File: config.mk
export PLATFORM = sky130hd
export DESIGN_NAME = dsp_power_load_ctrl
export DESIGN_NICKNAME = d
export VERILOG_FILES = /design/src/rtl/dsp_power_load_ctrl.sv
export SDC_FILE = /design/constraint.sdc
export NUM_CORES = 1
export LEC_CHECK = 0
export CORE_UTILIZATION = 40
export CTS_BUF_LIST = sky130_fd_sc_hd__clkbuf_8
export CTS_CLUSTER_DIAMETER = 100
export DETAILED_ROUTE_END_ITERATION = 7
export GPL_TIMING_DRIVEN = 0
export PLACE_DENSITY = 0.71
export SLEW_MARGIN = 20
export SYNTH_ARGS = -nofsm -noshare
export SYNTH_HDL_FRONTEND = slang
export SYNTH_SLANG_ARGS = --single-unit
File: constraint.sdc
create_clock -name clk -period 10 [get_ports clk]
set_input_delay 2 -clock clk [delete_from_list [all_inputs] [get_ports clk]]
set_output_delay 2 -clock clk [all_outputs]
set_load 0.02 [all_outputs]
File: src/rtl/dsp_power_load_ctrl.sv
// Power-load controller for a bank of DSP columns: ramps column clock
// enables up and down in timed steps, drives toggling stimulus data at a
// programmable rate, optionally duty-cycles the load in bursts, and folds
// the column outputs into a single keep-alive bit.
module dsp_power_load_ctrl #(
    parameter int unsigned NUM_DSP_COLUMN   = 5,
    parameter int unsigned NUM_DSP_BLOCK    = 110,
    parameter int unsigned DATA_W           = 27,
    parameter int unsigned RAMP_STEP_CYCLES = 256,
    parameter int unsigned BURST_W          = 16
) (
    input  logic                                 clk,
    input  logic                                 rst,
    input  logic                                 enable,
    input  logic [6:0]                           TOGGLE_RATE,
    input  logic [NUM_DSP_COLUMN-1:0]            col_mask,
    input  logic                                 burst_mode,
    input  logic [BURST_W-1:0]                   burst_on,
    input  logic [BURST_W-1:0]                   burst_off,
    input  logic [NUM_DSP_COLUMN-1:0]            dsp_o,
    output logic [NUM_DSP_COLUMN-1:0]            col_ce,
    output logic [NUM_DSP_COLUMN*DATA_W-1:0]     col_data,
    output logic [1:0]                           state_o,
    output logic [$clog2(NUM_DSP_COLUMN+1)-1:0]  active_cols,
    output logic                                 dsp_top_o
);

    localparam int unsigned ACW    = $clog2(NUM_DSP_COLUMN + 1);
    localparam int unsigned STEP_W = (RAMP_STEP_CYCLES > 1) ? $clog2(RAMP_STEP_CYCLES) : 1;
    localparam logic [STEP_W-1:0] STEP_LAST = STEP_W'(RAMP_STEP_CYCLES - 1);

    if (RAMP_STEP_CYCLES < 1 || NUM_DSP_BLOCK < 1) begin : g_param_check
        $error("RAMP_STEP_CYCLES and NUM_DSP_BLOCK must both be at least 1");
    end

    typedef enum logic [1:0] {
        ST_IDLE      = 2'd0,
        ST_RAMP_UP   = 2'd1,
        ST_RUN       = 2'd2,
        ST_RAMP_DOWN = 2'd3
    } state_t;

    state_t                            state_q, state_d;
    logic [NUM_DSP_COLUMN-1:0]         mask_q, mask_d;
    logic [NUM_DSP_COLUMN-1:0]         en_q, en_d;
    logic [NUM_DSP_COLUMN-1:0]         ce_q, ce_d;
    logic [STEP_W-1:0]                 step_q, step_d;
    logic                              step_wrap;
    logic                              gate_q, gate_d;
    logic [BURST_W-1:0]                bcnt_q, bcnt_d;
    logic [6:0]                        acc_q, acc_d;
    logic                              tog_q, tog_d;
    logic [6:0]                        rate_c;
    logic [7:0]                        sum;
    logic [7:0]                        sum_wrapped;
    logic [NUM_DSP_COLUMN*DATA_W-1:0]  data_q, data_d;
    logic [ACW-1:0]                    act_q;
    logic                              top_q;

    // Lowest set bit of v isolated (zero if v is zero).
    function automatic logic [NUM_DSP_COLUMN-1:0] lowest_bit(input logic [NUM_DSP_COLUMN-1:0] v);
        logic [NUM_DSP_COLUMN-1:0] r;
        logic                      found;
        r     = '0;
        found = 1'b0;
        for (int unsigned i = 0; i < NUM_DSP_COLUMN; i++) begin
            if (v[i] && !found) begin
                r[i]  = 1'b1;
                found = 1'b1;
            end
        end
        return r;
    endfunction

    // v with its highest set bit cleared.
    function automatic logic [NUM_DSP_COLUMN-1:0] clear_highest(input logic [NUM_DSP_COLUMN-1:0] v);
        logic [NUM_DSP_COLUMN-1:0] r;
        logic                      found;
        r     = v;
        found = 1'b0;
        for (int unsigned k = 0; k < NUM_DSP_COLUMN; k++) begin
            if (v[NUM_DSP_COLUMN-1-k] && !found) begin
                r[NUM_DSP_COLUMN-1-k] = 1'b0;
                found                 = 1'b1;
            end
        end
        return r;
    endfunction

    function automatic logic [ACW-1:0] popcount(input logic [NUM_DSP_COLUMN-1:0] v);
        logic [ACW-1:0] n;
        n = '0;
        for (int unsigned i = 0; i < NUM_DSP_COLUMN; i++) begin
            n = n + ACW'(v[i]);
        end
        return n;
    endfunction

    // Alternating 1010..0 base pattern rotated left by col, optionally inverted.
    function automatic logic [DATA_W-1:0] col_pattern(input int unsigned col, input logic inv);
        logic [DATA_W-1:0] pat;
        pat = '0;
        for (int unsigned i = 0; i < DATA_W; i++) begin
            pat[(i + col) % DATA_W] = i[0];
        end
        return inv ? ~pat : pat;
    endfunction

    assign step_wrap = (step_q == STEP_LAST);

    // Ramp sequencer: state, latched mask, enabled-column set and step timer.
    always_comb begin
        state_d = state_q;
        mask_d  = mask_q;
        en_d    = en_q;
        step_d  = '0;
        case (state_q)
            ST_IDLE: begin
                if (enable) begin
                    mask_d  = col_mask;
                    en_d    = lowest_bit(col_mask);
                    state_d = (col_mask == '0) ? ST_RUN : ST_RAMP_UP;
                end
            end
            ST_RAMP_UP: begin
                if (!enable) begin
                    en_d    = clear_highest(en_q);
                    state_d = (en_d == '0) ? ST_IDLE : ST_RAMP_DOWN;
                end else begin
                    step_d = step_wrap ? '0 : step_q + STEP_W'(1);
                    if (step_wrap) begin
                        en_d = en_q | lowest_bit(mask_q & ~en_q);
                    end
                    if (en_d == mask_q) begin
                        state_d = ST_RUN;
                    end
                end
            end
            ST_RUN: begin
                if (!enable) begin
                    en_d    = clear_highest(en_q);
                    state_d = (en_d == '0) ? ST_IDLE : ST_RAMP_DOWN;
                end
            end
            ST_RAMP_DOWN: begin
                if (enable) begin
                    state_d = ST_RAMP_UP;
                end else begin
                    step_d = step_wrap ? '0 : step_q + STEP_W'(1);
                    if (step_wrap) begin
                        en_d = clear_highest(en_q);
                    end
                    if (en_d == '0) begin
                        state_d = ST_IDLE;
                    end
                end
            end
            default: begin
                state_d = ST_IDLE;
                en_d    = '0;
            end
        endcase
    end

    // Burst gate: ON/OFF phase counters that only run while in RUN, plus the
    // gated clock enable. Gate is computed for the next cycle so that it lines
    // up with the registered enable set.
    always_comb begin
        gate_d = 1'b1;
        bcnt_d = '0;
        if (state_d == ST_RUN) begin
            if (state_q != ST_RUN) begin
                gate_d = (burst_on != '0);
            end else if (burst_on == '0) begin
                gate_d = 1'b0;
            end else if (burst_off == '0) begin
                gate_d = 1'b1;
            end else if (gate_q) begin
                if (bcnt_q >= burst_on - BURST_W'(1)) begin
                    gate_d = 1'b0;
                end else begin
                    gate_d = 1'b1;
                    bcnt_d = bcnt_q + BURST_W'(1);
                end
            end else begin
                if (bcnt_q >= burst_off - BURST_W'(1)) begin
                    gate_d = 1'b1;
                end else begin
                    gate_d = 1'b0;
                    bcnt_d = bcnt_q + BURST_W'(1);
                end
            end
        end
        ce_d = (state_d == ST_RUN && burst_mode) ? (en_d & {NUM_DSP_COLUMN{gate_d}}) : en_d;
    end

    // Toggle-rate accumulator and per-column stimulus data; idle columns hold.
    always_comb begin
        rate_c      = (TOGGLE_RATE > 7'd100) ? 7'd100 : TOGGLE_RATE;
        sum         = {1'b0, acc_q} + {1'b0, rate_c};
        sum_wrapped = sum - 8'd100;
        acc_d       = acc_q;
        tog_d       = tog_q;
        data_d      = data_q;
        if (ce_q != '0) begin
            if (sum >= 8'd100) begin
                acc_d = sum_wrapped[6:0];
                tog_d = ~tog_q;
            end else begin
                acc_d = sum[6:0];
            end
        end
        for (int unsigned c = 0; c < NUM_DSP_COLUMN; c++) begin
            if (ce_q[c]) begin
                data_d[c*DATA_W +: DATA_W] = col_pattern(c, tog_d);
            end
        end
    end

    // State and output registers with synchronous reset.
    always_ff @(posedge clk) begin
        if (rst) begin
            state_q <= ST_IDLE;
            mask_q  <= '0;
            en_q    <= '0;
            ce_q    <= '0;
            step_q  <= '0;
            gate_q  <= 1'b1;
            bcnt_q  <= '0;
            acc_q   <= '0;
            tog_q   <= 1'b0;
            act_q   <= '0;
            top_q   <= 1'b0;
            for (int unsigned c = 0; c < NUM_DSP_COLUMN; c++) begin
                data_q[c*DATA_W +: DATA_W] <= col_pattern(c, 1'b0);
            end
        end else begin
            state_q <= state_d;
            mask_q  <= mask_d;
            en_q    <= en_d;
            ce_q    <= ce_d;
            step_q  <= step_d;
            gate_q  <= gate_d;
            bcnt_q  <= bcnt_d;
            acc_q   <= acc_d;
            tog_q   <= tog_d;
            data_q  <= data_d;
            act_q   <= popcount(en_d);
            top_q   <= ^dsp_o;
        end
    end

    assign col_ce      = ce_q;
    assign col_data    = data_q;
    assign state_o     = state_q;
    assign active_cols = act_q;
    assign dsp_top_o   = top_q;

endmodule

# [Yosys cells after proc, flatten, opt, wreduce, memory -nomap -nowiden]
# Cells that the tools add are included.
[classes] addsub=10 magnitude_cmp=4 eq_ne=7 n_mux=161 bitwise_logic=6 n_reduce_logical=53
[op_table] operator="27-bit 2-to-1 mux" count=5
[op_table] operator="1-bit 2-to-1 mux" count=125
[op_table] operator="5-bit 2-to-1 mux" count=11
[op_table] operator="16-bit 2-to-1 mux" count=3
[op_table] operator="16-bit >= comparator" count=2
[op_table] operator="16-bit logical NOT" count=2
[op_table] operator="16-bit by 1-bit subtractor with 16-bit output, second input constant" count=2
[op_table] operator="8-bit 2-to-1 mux" count=3
[op_table] operator="1-bit logical AND" count=21
[op_table] operator="1-bit logical NOT" count=20
[op_table] operator="5-bit logical NOT" count=4
[op_table] operator="5-bit one-hot mux with 4 select lines" count=1
[op_table] operator="2-bit 2-to-1 mux" count=9
[op_table] operator="16-bit by 1-bit adder with 16-bit output, second input constant" count=1
[op_table] operator="8-bit one-hot mux with 2 select lines" count=1
[op_table] operator="16-bit nonzero test" count=1
[op_table] operator="7-bit 2-to-1 mux" count=2
[op_table] operator="5-bit AND" count=2
[op_table] operator="7-bit by 7-bit adder with 8-bit output" count=1
[op_table] operator="8-bit by 1-bit adder with 8-bit output, second input constant" count=1
[op_table] operator="8-bit == test, second input constant" count=1
[op_table] operator="8-bit by 7-bit >= comparator with 1-bit output, second input constant" count=1
[op_table] operator="2-bit one-hot mux with 4 select lines" count=1
[op_table] operator="7-bit greater-than comparator, second input constant" count=1
[op_table] operator="16 further kinds" count=20
[totals] ff_bits=189 input_bits=53 out_inout_bits=146 wordCells=257

# [Depth between registers and ports, before layout]
# Gate-level depths: netlist of the first run.
[depth] depth_word=42 depth_mapped=14

# [Worst setup path after synthesis of the first run]
# Ideal clock, no wire load.
[synth_path] path_type="in2reg" from="input burst_on[3]" to="register bcnt_q[8]" arrival_ns=4.962 required_ns=9.908 slack_ns=4.946 path_stages=14 n_path_buf=1 cell_sequence="or3_1 -> or4_1 -> nor2b_1 -> nand2_1 -> nor3_1 -> xnor2_1 -> ha_1 -> a211oi_1 -> o21ai_0 -> a2111oi_0 -> nor2_1 -> a21o_1 -> buf_6 -> nor4_1"
[synth_between] elab_chain_cells=4 elab_cells_between_ends=6 cone_classes="1 x add/sub; 1 x order compare; 2 x mux; 2 x reduce/logical"
[synth_lines] item="start, declared" line_no="18" source="input logic [BURST_W-1:0] burst_on,"
[synth_lines] item="16-bit by 1-bit subtractor with 16-bit output" line_no="179" source="if (bcnt_q >= burst_on - BURST_W'(1)) begin"
[synth_lines] item="16-bit >= comparator" line_no="179"
[synth_lines] item="16-bit 2-to-1 mux" line_no="179"
[synth_lines] item="16-bit 2-to-1 mux" line_no="178" source="end else if (gate_q) begin"
[synth_lines] item="end signal, assigned" line_no="244" source="bcnt_q <= bcnt_d;"
[synth_lines] item="end, declared" line_no="50" source="logic [BURST_W-1:0] bcnt_q, bcnt_d;"
# Several ways; a longest one is shown, not always the timed one.
# A chain may end at the register's enable or synchronous reset.

# [Worst setup path after layout of the first run]
[layout_path] from="input burst_on[3]" to="register bcnt_q[14]"
# The elaborated chain is that of the path after synthesis.

==> results of run 1 <==
## cells in the mapped netlist, types with 3 or more instances
library cell  instances
ha_1                 46
o311ai_0              6
mux2i_1               4
buf_4               126
nor2_1               60
dfxtp_1              64
o211ai_1              7
a31oi_1               4
nand4_1               9
or4_1                 8
and2b_2               5
nor3b_1              10
buf_6                 5
and2_1                5
a21o_1                8
o21a_1                5
or3_1                 8
a221oi_1              3
nand2_1              31
nand2b_1              9
inv_1                28
nor4_1               18
nor4_2                7
clkbuf_1             14
a21oi_1              31
and3_1               10
o21ai_0              17
nand3b_1              5
nand3_1              27
fa_1                  3
nor3_1               30
nor2b_1              14
xor2_1               25
xnor2_1              31
a211o_1               4
a311oi_1              9
a2111oi_0             5
or2_2                 3
o22ai_1               3
a211oi_1             11
## flip-flops by register name (all words and copies together), names as in the netlist
name	flops
col_ce	5
mask_q	5
tog_q	1
bcnt_q	16
active_cols	3
en_q	5
gate_q	1
state_o	2
dsp_top_o	1
acc_q	7
step_q	8
col_data	10
## path summary, 6_finish.rpt
path / startpoint / endpoint / slack [ns]
hold reg to reg: acc_q[0] / acc_q[0] / 0.46
setup reg to reg: step_q[0] / active_cols[1] / 6.58
hold / removal: acc_q[0] / acc_q[0] / 0.46
setup / recovery: burst_on[3] / bcnt_q[14] / 4.10
## per-stage QoR
step	cells	setup WS, ns	util	hold slack [ns]	power, mW
2_1_floorplan	766	4.95	-	0.436	0.823
3_3_place_gp	1175	3.84	0.558	0.453	1.11
3_5_place_dp	1175	3.72	0.558	0.457	1.12
4_1_cts	1191	4.10	0.569	0.465	1.32
5_1_grt	1191	3.82	0.569	0.504	1.40
6_report	1191	4.10	0.569	0.464	1.32
## where the power goes
group	leakage, nW	internal, mW	total, mW	switching, mW
combinational	2.89	0.391	0.791	0.400
sequential	0.521	0.281	0.323	0.0416
clock	0.0854	0.0896	0.204	0.115
total	3.49	0.761	1.32	0.557
## routing by layer
layer | track usage | part of all wire | up-vias | wire length (µm)
met1 | 0.248 | 0.43 | 2709 | 7040
met2 | 0.354 | 0.49 | 190 | 7890
met4 | 0.0714 | 0.019 | 0 | 314
met3 | 0.0427 | 0.061 | 22 | 995
li1 | - | - | 3067 | -
met5 | 0 | 0 | - | 0
## cells by family after synthesis
| kind of cell | after synthesis | synth area share |
|---|---|---|
| and+or+nand+nor | 275 | 0.254 |
| buffers and inverters | 179 | 0.195 |
| AOI/OAI and AO/OA | 138 | 0.159 |
| DFF | 64 | 0.205 |
| xor gates and xnor gates | 56 | 0.0783 |
| adders and majority gates | 50 | 0.103 |
| muxes | 4 | 0.00639 |
## worst max-delay path, stage by stage
cell	delay, ns
clkdlybuf4s50_1	0.47
or3_1	0.40
or4_1	0.43
nor2b_1	0.28
nand2_1	0.13
nor3_1	0.19
xnor2_1	0.16
ha_1	0.27
a211oi_1	0.24
o21ai_0	0.18
a2111oi_0	0.66
nor2_1	0.08
a21o_1	0.27
buf_6	0.19
nor4_2	0.22
## area by class of cell
class / count / area, µm² / share of cell area
multi-input cells: 523 / 3760 / 0.433
repair buffers: 198 / 1980 / 0.228
flip-flops and latches: 64 / 1280 / 0.148
plain buffers: 151 / 1120 / 0.129
well taps: 211 / 264 / 0.0304
clock buffers: 9 / 124 / 0.0143
inverters: 28 / 105 / 0.0121
clock inverters: 7 / 47.5 / 0.00548
==> results.toml, run 1 <==
[status]
status = "complete, no violations"

[detailed_routing]
finalWirelength_mm = 16.2
num_vias = 5988
drt-wirelength-per-cell_um = 13.6
post_drt_via_cell_ratio = 5.03
first_pass_iters = 4
postRouteAntennaNets = 0
first_iter_violations = 238
drc = 0

[global_route]
antenna_found_initial = 0
grt_use_total = 0.204
grt_max_degree = 16
grt_pass1_wl_mm = 26.8
grt_overflow_total = 0
grt_pass1_vias = 5441

[timing]
finalHoldViolations = 0
fmax_mhz = 170
fin_skew_ns = 0.00800
setup_viol = 0
tightestPinTransition_ns = 0.800
slew_headroom = 0.453
finalCritPeriodShare = 0.590
maxSlewViolCount = 0
finalSetupTns_ns = 0
grt_setup_unrepaired = "no"
period_minus_slack_ns = 5.90

[logic_synthesis]
yosysTopAreaCellShare = 0.205
synth.distinct_cells = 77
avgSynthCellArea_um2 = 8.18
synthArstFlopShare = 0
ys.flop_type = "dfxtp_1"
synth_edf_count = 0
synth.area.top_cells = "dfxtp_1 (20%), buf_4 (15%), ha_1 (9.2%), xnor2_1 (4.3%), nor2_1 (3.6%)"
synth.cell_area_mm2 = 0.00626
synthesis.nets = 868
yosys.area.top_type = "dfxtp_1"
ys_ff_latch = 64
yosysSeqAreaShare = 0.205
synthCells = 766
yosysWarnings = 0

[clocking]
h-tree-depth = 3
cts_setup_buffers = 0
cts_buffer_depth = 2
cts_tree = "yes"
cts-buffers-inserted = 9
cts_sinks = 64
cts_resized = 0
clkTransAtPathRegs_ns = 0.07
ctsHoldBuffers = 0
cts_root_buf = "clkbuf_8"
insertion_delay_ns = 0.37

[layout]
layout_common_cells = "clkdlybuf4s50_1 (198), buf_4 (126), dfxtp_1 (64)"
fillCellCount = 1380
nNetsFinal = 1077
stdcell_area_mm2 = 0.00868
n_antenna_cell = 0
drive_above_1_share = 0.189
synthToLayoutAreaGrowth_pct = 38.6
mostFrequentLayoutCell = "clkdlybuf4s50_1"

[power]
p_leak_nw = 3.49
p_per_area_mw_per_mm2 = 152
vdd_ir_drop_max_mv = 0.0642

[floorplan]
coreArea_mm2 = 0.0153
die_area_mm2 = 0.0162
ios = 199
die_x_um = 127
start_util = 0.410
die_h_um = 127
rows = 45

[worst_setup_path]
required_ns = 10.27
cp_data_arrival_time_ns = 6.17
cp-end-kind = "flop"
crit_type = "in -> reg"
cp_max_fo = 10
start_kind = "input pin"
r2r_cells = 10

[flow_run]
maxCapViolations = 0

[placed_design]
dp_hpwl_mm = 13.0
dpl_cell_area_mm2 = 0.00851
gp_congestion = 0.926
port_buffers = 198

[worst_hold_path]
min-delay-path-class = "reg -> reg"
whs_path_depth = 2
No activity file was read; power rests on OpenSTA's default activity.
==> run 2: changes to the inputs <==
PLACE_DENSITY = 0.73   (was 0.71)
clock period = 5.1 ns   (was 10 ns; I/O delays follow)
==> results.toml, run 2 (synthesis results as in run 1) <==
[layout]
mostFrequentLayoutCell = "clkdlybuf4s50_1"
final_core_util = 0.567
largest_reg_flops = 16
nNetsFinal = 1077
stdcell_area_mm2 = 0.00866
drive_above_1_share = 0.185
synthToLayoutAreaGrowth_pct = 38.2
layout_common_cells = "clkdlybuf4s50_1 (198), buf_4 (126), dfxtp_1 (64)"
max_flop_register = "bcnt_q"
final_cells = 1188
n_antenna_cell = 0

[floorplan]
start_util = 0.410
ios = 199
die_area_mm2 = 0.0162
coreArea_mm2 = 0.0153
die_h_um = 127
rows = 45
die_x_um = 127

[power]
switching_power_mw = 1.05
p_leak_nw = 3.49
vdd_ir_drop_max_mv = 0.113
seqPwrFrac = 0.250
p_clk_frac = 0.138
swShare = 0.416
total_power_mw = 2.53
p_per_area_mw_per_mm2 = 293
intPower_mw = 1.48
comb_power_share = 0.612

[placed_design]
dpl_cell_area_mm2 = 0.00851
dp_cells = 1175
dp_hpwl_mm = 13.1
gp_congestion = 0.932
port_buffers = 198
dp_worst_setup_slack_ns = -0.207

[clocking]
ctsHoldBuffers = 0
h-tree-depth = 3
cts_setup_buffers = 0
cts_root_buf = "clkbuf_8"
cts_tree = "yes"
cts_sinks = 64
clkTransAtPathRegs_ns = 0.06
cts-buffers-inserted = 9
cts_buffer_depth = 2
insertion_delay_ns = 0.36

[detailed_routing]
drc = 0
finalWirelength_mm = 16.2
drt-wirelength-per-cell_um = 13.7
postRouteAntennaNets = 0
first_iter_violations = 274
post_drt_via_cell_ratio = 5.01
num_vias = 5954
first_pass_iters = 4

[global_route]
antenna_found_initial = 0
grt_use_total = 0.202
grt_pass1_vias = 5414
grt_pass1_wl_mm = 26.7
grt_overflow_total = 0
grt_max_degree = 16

[timing]
tightestPinTransition_ns = 0.800
finalHoldViolations = 0
maxSlewViolCount = 0
finalCritPeriodShare = 0.958
worst_slack_ns = 0.214
fmax_mhz = 205
grt_setup_unrepaired = "no"
setup_viol = 0
fin_skew_ns = 0.0107
period_minus_slack_ns = 4.89
slew_headroom = 0.459

[worst_setup_path]
cp_top_family = "simple AND/OR/NAND/NOR gates"
cp-startpoint = "burst_on[3]"
critical-path-slowest-cell = "a22oi_1"
slowest_delay_ns = 0.49
rrSetupSlack_ns = 1.73
rr_endpoint = "active_cols[1]"
crit-reg2reg-launch = "step_q[0]"
cp-end-kind = "flop"
path_cells = "clkdlybuf4s50_1 -> or3_1 -> or4_1 -> nor2b_1 -> nand2_1 -> nor3_1 -> xnor2_1 -> ha_1 -> a211oi_1 -> o21ai_0 -> a21oi_1 -> or3b_2 -> a22oi_1 -> a311oi_1"
cp_max_fo = 6
cp_data_arrival_time_ns = 5.09
crit_type = "in -> reg"
critical_path_buf_inv_count = 1
r2r_cells = 10
start_kind = "input pin"
required_ns = 5.30
path_depth = 14

[worst_hold_path]
hold_start = "acc_q[0]"
whs_path_depth = 2
min-delay-path-class = "reg -> reg"
min_to = "acc_q[0]"

[status]
status = "complete, no violations"

[flow_run]
maxCapViolations = 0
==> run 2: cell type report <==
cell class	instances	area [µm²]
fillers	1423	6600
multi-input cells	523	3770
repair buffers	198	1980
flip-flops and latches	64	1280
plain buffers	151	1120
well taps	211	264
clock buffers	9	124
inverters	28	105
clock inverters	4	17.5
==> run 2: worst max path at each step <==
stage | to | slack (ns)
finish | col_ce[1] | 0.21
global route | col_ce[1] | 0.01
CTS | bcnt_q[8] | 0.15
detailed placement | bcnt_q[8] | -0.21
global placement | bcnt_q[11] | -0.10
floorplan | bcnt_q[8] | 1.03
==> run 2: repair_timing <==
item                       4_1_cts  5_1_grt
resized for setup                0        2
setup endpoints to repair        0       15
hold endpoints to repair         0        0
==> run 2: power by group through the flow <==
stage          clock, mW  combinational [mW]  sequential (mW)
2_1_floorplan          0               0.967            0.647
3_3_place_gp           0                1.53            0.645
3_5_place_dp           0                1.55            0.646
4_1_cts            0.361                1.55            0.635
5_1_grt            0.383                1.66            0.646
6_report           0.350                1.55            0.634
==> run 2: worst min-delay path: stages (launching register included) <==
cell and delay, ns:
dfxtp_1 0.31, nand2_1 0.06, a21oi_1 0.05
==> run 2: metrics by stage <==
step	setup TNS (ns)	hold WS (ns)
after floorplan	0	0.436
after global placement	-0.847	0.453
after detailed placement	-1.23	0.462
after CTS	0	0.473
after global routing	0	0.516
final	0	0.468
==> run 2: metal layers <==
metal	up-vias	share of wire	GRT usage
met5	-	0	0
met4	0	0.022	0.0805
met3	27	0.059	0.0369
met2	217	0.48	0.345
met1	2654	0.44	0.250
li1	3056	-	-
==> run 3: changes to the inputs <==
CORE_MARGIN = 2   (was unset)
==> results.toml, run 3 (synthesis results as in run 1) <==
[power]
total_power_mw = 2.68
vdd_ir_drop_max_mv = 0.112
p_per_area_mw_per_mm2 = 307
p_leak_nw = 3.53

[global_route]
grt_pass1_wl_mm = 26.5
grt_max_degree = 16
top_usage_layer = "met2"
grt_pass1_vias = 5294
grt_use_total = 0.193
grt_overflow_total = 0
globalRouteMet3Util = 0.0380
antenna_found_initial = 0
grt_util_met2 = 0.326
use_met1 = 0.248

[worst_setup_path]
r2r_cells = 10
cp-end-kind = "flop"
required_ns = 5.31
cp_max_fo = 6
cp_data_arrival_time_ns = 5.03
crit_type = "in -> reg"
start_kind = "input pin"

[clocking]
cts_tree = "yes"
cts_buffer_depth = 2
ctsHoldBuffers = 0
h-tree-depth = 3
cts_setup_buffers = 0
cts_root_buf = "clkbuf_8"
cts_sinks = 64
cts-buffers-inserted = 9
clkTransAtPathRegs_ns = 0.07
insertion_delay_ns = 0.35

[timing]
finalHoldViolations = 0
maxSlewViolCount = 0
fmax_mhz = 207
period_minus_slack_ns = 4.82
tightestPinTransition_ns = 0.816
grt_setup_unrepaired = "no"
fin_skew_ns = 0.00633
finalCritPeriodShare = 0.946
setup_viol = 0
slew_headroom = 0.449

[layout]
fillCellCount = 1404
drive_above_1_share = 0.188
layout_common_cells = "clkdlybuf4s50_1 (198), buf_4 (126), dfxtp_1 (64)"
largest_reg_flops = 16
max_flop_register = "bcnt_q"
regArea_mm2 = 0.00128
synthToLayoutAreaGrowth_pct = 39.5
nNetsFinal = 1077
multiInputGateArea_mm2 = 0.00377
mostFrequentLayoutCell = "clkdlybuf4s50_1"
n_antenna_cell = 0
final_core_util = 0.572

[flow_run]
maxCapViolations = 0

[floorplan]
rows = 45
start_util = 0.410
die_x_um = 129
die_area_mm2 = 0.0167
coreArea_mm2 = 0.0153
die_h_um = 129
ios = 199

[worst_hold_path]
min-delay-path-class = "reg -> reg"
whs_path_depth = 2

[detailed_routing]
num_vias = 5963
drc = 0
post_drt_via_cell_ratio = 5.01
drt-wirelength-per-cell_um = 14.0
postRouteAntennaNets = 0
first_iter_violations = 209
first_pass_iters = 4
finalWirelength_mm = 16.6

[placed_design]
dp_hpwl_mm = 13.4
gp_congestion = 0.946
port_buffers = 198

[status]
status = "complete, no violations"
[run 3: changes by cell type in the layout (fill, tap and decap cells not counted), sizes merged]
cell | previous run | this run
clkbuf | 26 | 28
inv | 30 | 29
clkinv | 2 | 1
bufinv | 0 | 2
[run 3: per-layer routing]
layer	wire, µm	vias to the layer above
met5	0	-
met4	338	0
met3	1220	26
met2	7870	224
met1	7190	2644
li1	-	3069
[run 3: through the flow]
stage	instances	instance area (µm²)	setup TNS, ns	hold WS [ns]	setup slack [ns]
floorplan	766	6260	0	0.436	1.03
detailed placement	1175	8510	-1.94	0.463	-0.197
global placement	1175	8510	-0.775	0.453	-0.103
global route	1190	8730	0	0.498	0.0217
finish	1190	8730	0	0.469	0.276
CTS	1190	8730	0	0.474	0.160
[run 3: layout make-up]
class,instances,area share
Multi-Input combinational cell,523,0.431
Timing Repair Buffer,198,0.227
Sequential cell,64,0.147
Buffer,151,0.128
Tap cell,211,0.0302
Clock buffer,11,0.0173
Inverter,28,0.0120
Clock inverter,4,0.00788
[run 3: where the power goes]
part           internal [mW]  switching (mW)
Clock                  0.297           0.198
Sequential             0.551          0.0800
Combinational          0.767           0.787
[run 3: critical path, cell delays in order]
cell,delay [ns]
clkdlybuf4s50_1,0.47
or3_1,0.40
or4_1,0.44
nor2b_1,0.29
nand2_1,0.13
nor3_1,0.21
xnor2_1,0.12
ha_1,0.30
a211oi_1,0.06
o21ai_0,0.34
a21oi_1,0.12
or3b_2,0.49
a22oi_1,0.47
a311oi_1,0.16
[run 3: repair_timing]
action,4_1_cts,5_1_grt
hold endpoints to repair,0,0
endpoints found under the setup margin,0,18
gates resized for setup,0,2
[run 3: worst paths after layout]
check	slack (ns)	startpoint	end
worst min-delay path	0.47	acc_q[0]	acc_q[0]
worst min register to register	0.47	acc_q[0]	acc_q[0]
worst max register to register	1.69	step_q[0]	active_cols[1]
worst max-delay path	0.28	burst_on[3]	col_ce[3]
